### src/rtl/serial_add_ctrl.sv
// Bit-serial add sequencer: feeds an external full-adder cell one bit pair per
// clock (LSB first), recirculating its carry, and assembles {cout, sum}.
module serial_add_ctrl #(
  parameter int unsigned WIDTH = 8
) (
  input  logic             clk,
  input  logic             rst,
  input  logic             start,
  input  logic [WIDTH-1:0] op_a,
  input  logic [WIDTH-1:0] op_b,
  input  logic             cin,
  output logic             fa_a,
  output logic             fa_b,
  output logic             fa_c,
  input  logic             fa_sum,
  input  logic             fa_carry,
  output logic             busy,
  output logic             done,
  output logic [WIDTH-1:0] sum,
  output logic             cout
);

  localparam int unsigned CW = (WIDTH > 1) ? $clog2(WIDTH) : 1;
  localparam logic [CW-1:0] CNT_LAST = CW'(WIDTH - 1);

  typedef enum logic [1:0] {
    IDLE = 2'd0,
    RUN  = 2'd1,
    DONE = 2'd2
  } state_t;

  state_t           state_q;
  state_t           state_d;
  logic             accept_c;
  logic [WIDTH-1:0] a_sr_q;
  logic [WIDTH-1:0] b_sr_q;
  logic [WIDTH-1:0] sum_sr_q;
  logic             carry_q;
  logic [CW-1:0]    cnt_q;
  logic             last_c;

  assign last_c = (cnt_q == CNT_LAST);

  // State register
  always_ff @(posedge clk) begin
    if (rst) begin
      state_q <= IDLE;
    end else begin
      state_q <= state_d;
    end
  end

  // Next-state logic; start is only honoured in IDLE or DONE
  always_comb begin
    state_d  = state_q;
    accept_c = 1'b0;
    case (state_q)
      IDLE: begin
        if (start) begin
          accept_c = 1'b1;
          state_d  = RUN;
        end
      end
      RUN: begin
        if (last_c) begin
          state_d = DONE;
        end
      end
      DONE: begin
        if (start) begin
          accept_c = 1'b1;
          state_d  = RUN;
        end else begin
          state_d = IDLE;
        end
      end
      default: state_d = IDLE;
    endcase
  end

  // Operand shifters, carry recirculation, bit counter and result capture
  always_ff @(posedge clk) begin
    if (rst) begin
      a_sr_q   <= '0;
      b_sr_q   <= '0;
      sum_sr_q <= '0;
      carry_q  <= 1'b0;
      cnt_q    <= '0;
      sum      <= '0;
      cout     <= 1'b0;
    end else if (accept_c) begin
      a_sr_q   <= op_a;
      b_sr_q   <= op_b;
      sum_sr_q <= '0;
      carry_q  <= cin;
      cnt_q    <= '0;
    end else if (state_q == RUN) begin
      a_sr_q   <= {1'b0, a_sr_q[WIDTH-1:1]};
      b_sr_q   <= {1'b0, b_sr_q[WIDTH-1:1]};
      sum_sr_q <= {fa_sum, sum_sr_q[WIDTH-1:1]};
      carry_q  <= fa_carry;
      if (last_c) begin
        sum  <= {fa_sum, sum_sr_q[WIDTH-1:1]};
        cout <= fa_carry;
      end else begin
        cnt_q <= cnt_q + CW'(1);
      end
    end
  end

  // Cell drive is gated so the adder sees zeros outside RUN
  assign fa_a = (state_q == RUN) & a_sr_q[0];
  assign fa_b = (state_q == RUN) & b_sr_q[0];
  assign fa_c = (state_q == RUN) & carry_q;
  assign busy = (state_q == RUN);
  assign done = (state_q == DONE);

endmodule

### config.mk
export PLATFORM = sky130hd
export DESIGN_NAME = serial_add_ctrl
export DESIGN_NICKNAME = d
export VERILOG_FILES = /design/src/rtl/serial_add_ctrl.sv
export SDC_FILE = /design/constraint.sdc
export NUM_CORES = 1
export LEC_CHECK = 0
export ABC_AREA = 1
export CAP_MARGIN = 10
export CORE_AREA = 2 2 60 62
export CTS_BUF_LIST = sky130_fd_sc_hd__clkbuf_16
export CTS_CLUSTER_SIZE = 25
export DETAILED_ROUTE_END_ITERATION = 12
export DIE_AREA = 0 0 62 64
export GPL_TIMING_DRIVEN = 0
export MAX_ROUTING_LAYER = met4
export PLACE_DENSITY = 0.81
export SLEW_MARGIN = 20
export SYNTH_ARGS = -nofsm -noshare
export SYNTH_HDL_FRONTEND = slang
export SYNTH_SLANG_ARGS = --single-unit
### constraint.sdc
create_clock -name clk -period 3.3 [get_ports clk]
set_input_delay 0.495 -clock clk [delete_from_list [all_inputs] [get_ports clk]]
set_output_delay 0.495 -clock clk [all_outputs]
set_load 0.005 [all_outputs]
==> out/summary.txt, run 1 <==
Outcome: completed
Placed instance area: 2120 um2
Slew Viols, Final: 0
Grt met2 use: 37.1%
Syn avg cell area: 7.10 um2
Number of global-route vias before repair: 1,576
Bufs and invs on worst path: 4
Most frequent cells in the layout: nand2_1, dfxtp_1, clkdlybuf4s50_1, nor2_1, inv_1
Yosys Warn Count: 0
Nets: 307
Delay-heaviest family, CP: buffers and inverters
Register Area: 761 um2
Worst setup EP type: output port
Clock share of power: 39.8%
Die Ht: 64 um
Most Used Layer, Global Route: met2
Post-route setup slack: 1.04 ns
Residual DRC: 0
Sw Pwr: 0.255 mW
DIE WIDTH: 62 um
Clock Tree Root: clkbuf_16
Final Hold Viols: 0
Comb pwr share: 14.3%
# port buffers: 35
Clk Latency, worst-skew pair: 0.28 ns
# hold bufs at CTS: 0
RSZ-0062 raised after global routing: false
Fmax: 0.443 GHz
Fraction of layout cells with a size suffix above 1: 11.0%
HPWL after DPL: 2510 um
Initial antenna violation count: 0
Post-synth cell types: 23
Drt first-iter violations: 97
Global-route wire length before repair: 6330 um
CP Launch Type: flip-flop
Seq/Total Area, Yosys: 44.4%
Final WL: 3670 um
Peak supply drop: 319 uV
Routed Antenna Nets: 0
Mapped Area: 1710 um2
FILL cells: 291
Row cnt: 21
Via-to-Cell Ratio: 4.81
Fin crit period: 2.26 ns
Area of the multi-input gates: 732 um2
Hold Worst Slack: 0.469 ns
Reg power frac: 45.9%
Arrival @ worst endpoint: 1.76 ns
Final setup vio count: 0
# IOs: 36
P per Cell Area: 478 nW/um2
Routed via count: 1,582
Total track usage: 21.9%
WL per Instance: 11.2 um
GR Util met3: 7.09%
Routability cong.: 0.781
Die area: 3970 um2
H-tree depth: 2
Critical path class: flip-flop to output port
First-pass detailed-route iteration total: 4
Critical path's slowest cell: clkdlybuf4s50_1
Worst-Margin Slew: 0.509 ns
Pleak: 1.04 nW
Pre-CTS setup slack: 1.34 ns
Clk sink count: 38
Setup TNS: 0 ns
Worst path max stage delay: 0.51 ns
ANT cells: 0
Post-layout util: 68.6%
Met1 global-route usage: 23.4%
Largest net degree at the start of global routing: 11
Syn Inst Count: 241
CTS tree: built
Fin crit share: 68.3%
Crit path max fanout: 10
Clk_skew: 0.00204 ns
Clock-pin transition on the worst setup and hold timing paths: 0.05 ns
Initial Utilization: 52.1%
Max-cap violations: 0
Min-Delay Path Class: flip-flop to flip-flop
Relative slew slack: 66.1%
CTS resizes: 0
Post-CTS setup buffer count: 0
Int Pwr: 0.822 mW
Syn-to-layout area delta: 31.6%
Switch share: 23.7%
Design Area, Final: 2250 um2
TritonCTS buffer count: 5
Core Box Area: 3280 um2
Finished Layout Cells: 329
Total chip power: 1.08 mW
Critical Path, Cell by Cell: buf_6, nand2_4, buf_6, buf_4, nor2_1, clkdlybuf4s50_1
Most used cell, CP: buf_6
Most common cell after layout, fill and taps aside: nand2_1
Mapped Nets: 265
CP required: 2.80 ns
Gr ovfl total: 0
Longest Clk Path Bufs: 2
#FFs+latches synth: 38
Placed insts: 322
-- power by group through the flow --
| stage | registers [mW] | clock network [mW] | logic [mW] |
|---|---|---|---|
| detailed placement | 0.503 | 0 | 0.153 |
| global placement | 0.502 | 0 | 0.151 |
| finish | 0.495 | 0.429 | 0.154 |
| global route | 0.496 | 0.458 | 0.174 |
| floorplan | 0.501 | 0 | 0.102 |
| CTS | 0.494 | 0.438 | 0.155 |
-- path summary, 6_finish.rpt --
check,slack [ns],end,start,cells after the start
worst max-delay path,1.04,fa_c,state_q[0]$_SDFFE_PP0P_,6
worst min-delay path,0.47,sum[7]$_SDFFE_PP0P_,sum[7]$_SDFFE_PP0P_,2
worst max register to register,1.95,sum[1]$_SDFFE_PP0P_,cnt_q[0]$_SDFFE_PP0P_,8
worst min register to register,0.47,sum[7]$_SDFFE_PP0P_,sum[7]$_SDFFE_PP0P_,2
-- layer usage --
layer  vias up  share of wire (%)  wire length [um]
li1        826                  -                 -
met1       716                 44              1610
met2        34                 49              1790
met3         6                6.0               222
met4         0                1.4                53
met5         -                  0                 0
-- synth_stat cells (all sizes together) --
cell    number  area [um2]
nand2       70         288
dfxtp       38         761
inv         36         143
nor2        33         136
nand3       23         125
a21oi       17        92.6
o21ai       12        60.1
buf          7        68.8
ha           2        25.0
clkbuf       1        3.75
clkinv       1        3.75
nor3         1        5.00
-- kinds of logic (layout without fill, tap and decap cells) --
| family | count (synthesis) | in the layout | synth area share (%) |
|---|---|---|---|
| AO/OA/AOI/OAI | 29 | 29 | 8.92 |
| flip-flops | 38 | 38 | 44.4 |
| buffers and inverters | 45 | 87 | 12.8 |
| AND/OR/NAND/NOR | 127 | 127 | 32.4 |
| adder cells (fa/ha/maj) | 2 | 2 | 1.46 |
-- layout make-up --
class                      count  area share [%]
multi-input combinational    158            32.5
sequential                    38            33.8
inverter                      37            6.50
clock buffer                   5            5.56
clock inverter                 2           0.333
buffer                         8            3.22
tap                           46            2.56
timing repair buffer          35            15.6
-- flip-flops by register name, indices dropped and copies added, names as in the netlist --
register and flops:
a_sr_q 8, b_sr_q 8, sum 8, sum_sr_q 7, cnt_q 3, state_q 2
carry_q 1, cout 1
-- worst min-delay path, cell delays in order (launching register included) --
cell and delay (ns):
dfxtp_1 0.30, nand3_1 0.07, nand2_1 0.05
(Power assumes the default switching activity.)
==> inputs of run 2 (changes only) <==
Settings changed: CORE_AREA 2 2 60 62 to 2 2 62 64, DIE_AREA 0 0 62 64 to 0 0 64 66, PLACE_DENSITY 0.81 to 0.76.
Clock period 3.3 ns to 2.24 ns, I/O delays scaled along.
==> run 2 against run 1 <==
Wire length fell by 0.82%. Sequential share of layout area fell by 0.11 points. Via count is 2.2% lower. Critical path depth did not move. First-iteration DRC count increased by 20%.
==> out/summary.txt, run 2 (synthesis gave the netlist of run 1 again) <==
Critical path class: flip-flop to output port
Residual DRC: 0
Initial antenna violation count: 0
Routability cong.: 0.803
Final setup vio count: 0
Post-CTS setup buffer count: 0
Worst R2R Setup Slack: 0.92 ns
Worst-Margin Slew: 0.483 ns
Total track usage: 19.9%
Worst setup EP type: output port
Gr ovfl total: 0
HPWL after DPL: 2520 um
Fin crit share: 93.4%
Most frequent cells in the layout: nand2_1, dfxtp_1, clkdlybuf4s50_1, nor2_1, inv_1
Core Box Area: 3550 um2
Post-route setup slack: 0.149 ns
TritonCTS buffer count: 5
Crit path max fanout: 10
Max-cap violations: 0
Via-to-Cell Ratio: 4.66
WL per Instance: 11.0 um
Critical Path, Cell by Cell: buf_6, nand2_4, buf_6, buf_4, nor2_1, clkdlybuf4s50_1
Post-layout util: 63.6%
Row cnt: 22
Min-Delay Path Class: flip-flop to flip-flop
Worst r2r dst: sum[5]$_SDFFE_PP0P_
Syn-to-layout area delta: 32.0%
DIE WIDTH: 64 um
# IOs: 36
CP Launch Type: flip-flop
Outcome: completed
Clk Latency, worst-skew pair: 0.28 ns
H-tree depth: 2
# hold bufs at CTS: 0
Most used cell, CP: buf_6
CP endpoint: fa_c
P per Cell Area: 712 nW/um2
Routed via count: 1,547
Peak supply drop: 389 uV
Crit path from: state_q[0]$_SDFFE_PP0P_
First-pass detailed-route iteration total: 4
Top flop regs: a_sr_q (8), b_sr_q (8), sum (8)
Finished Layout Cells: 332
Clock-pin transition on the worst setup and hold timing paths: 0.06 ns
Number of global-route vias before repair: 1,532
Final WL: 3640 um
R2r worst-path depth: 8
Worst path max stage delay: 0.51 ns
Clock Tree Root: clkbuf_16
Pleak: 1.04 nW
Final Hold Viols: 0
Nets: 307
Fraction of layout cells with a size suffix above 1: 11.3%
CTS resizes: 0
Most common cell after layout, fill and taps aside: nand2_1
Longest Clk Path Bufs: 2
# port buffers: 35
Fin crit period: 2.09 ns
Clk sink count: 38
ANT cells: 0
Fmax: 0.478 GHz
Global-route wire length before repair: 6380 um
Die area: 4220 um2
Placed insts: 324
Largest net degree at the start of global routing: 12
Total chip power: 1.61 mW
CP required: 1.90 ns
Initial Utilization: 48.2%
Relative slew slack: 67.8%
Critical path's slowest cell: clkdlybuf4s50_1
Arrival @ worst endpoint: 1.76 ns
Clk_skew: 0.00482 ns
Routed Antenna Nets: 0
CTS tree: built
Slew Viols, Final: 0
Die Ht: 66 um
Setup TNS: 0 ns
R2R Path Start: cnt_q[0]$_SDFFE_PP0P_
RSZ-0062 raised after global routing: false
Drt first-iter violations: 116
Pre-CTS setup slack: 0.434 ns
[run 2: area by class of cell]
class	count	area (um2)
inverter	37	146
clock buffer	5	125
timing repair buffer	35	350
sequential	38	761
buffer	8	72.6
multi-input combinational	158	732
tap	48	60.1
clock inverter	3	12.5
fill	331	1290
[run 2: per-layer routing]
metal / GRT usage (%) / share of wire [%]
met1: 22.8 / 47
met2: 34.0 / 47
met3: 5.62 / 5.4
met4: 5.98 / 1.2
met5: - / 0
[run 2: how the worst min path moves through the flow]
| stage | from | cells after the start | end | slack [ns] |
|---|---|---|---|---|
| CTS | sum[3]$_SDFFE_PP0P_ | 2 | sum[3]$_SDFFE_PP0P_ | 0.47 |
| global placement | a_sr_q[7]$_SDFFE_PP0P_ | 2 | a_sr_q[7]$_SDFFE_PP0P_ | 0.45 |
| floorplan | sum_sr_q[2]$_SDFFE_PP0N_ | 2 | sum[1]$_SDFFE_PP0P_ | 0.44 |
| global route | sum_sr_q[1]$_SDFFE_PP0N_ | 2 | sum_sr_q[1]$_SDFFE_PP0N_ | 0.50 |
| finish | sum[3]$_SDFFE_PP0P_ | 2 | sum[3]$_SDFFE_PP0P_ | 0.47 |
| detailed placement | sum_sr_q[1]$_SDFFE_PP0N_ | 2 | sum_sr_q[1]$_SDFFE_PP0N_ | 0.46 |
[run 2: critical path: cells and delay by family (launching register included)]
| family | cells | cell delay (ns) |
|---|---|---|
| buf+inv | 4 | 0.99 |
| flops | 1 | 0.32 |
| simple gates | 2 | 0.16 |
[run 2: where the power goes]
group | leakage [nW] | internal (mW) | total [mW] | switching (mW)
Clock | 0.0724 | 0.402 | 0.655 | 0.254
Sequential | 0.310 | 0.711 | 0.728 | 0.0169
Combinational | 0.655 | 0.103 | 0.225 | 0.122
Total | 1.04 | 1.22 | 1.61 | 0.393
[run 2: through the flow]
| step | hold WS, ns | instance area [um2] |
|---|---|---|
| finish | 0.470 | 2260 |
| global route | 0.496 | 2260 |
| CTS | 0.473 | 2260 |
| detailed placement | 0.459 | 2120 |
| global placement | 0.450 | 2120 |
| floorplan | 0.438 | 1710 |
==> inputs of run 3 (changes only) <==
Settings changed: CTS_CLUSTER_DIAMETER set to 60.
==> results of run 3 <==
Same layout as run 2: the final DEF is identical, and so are final timing and power.
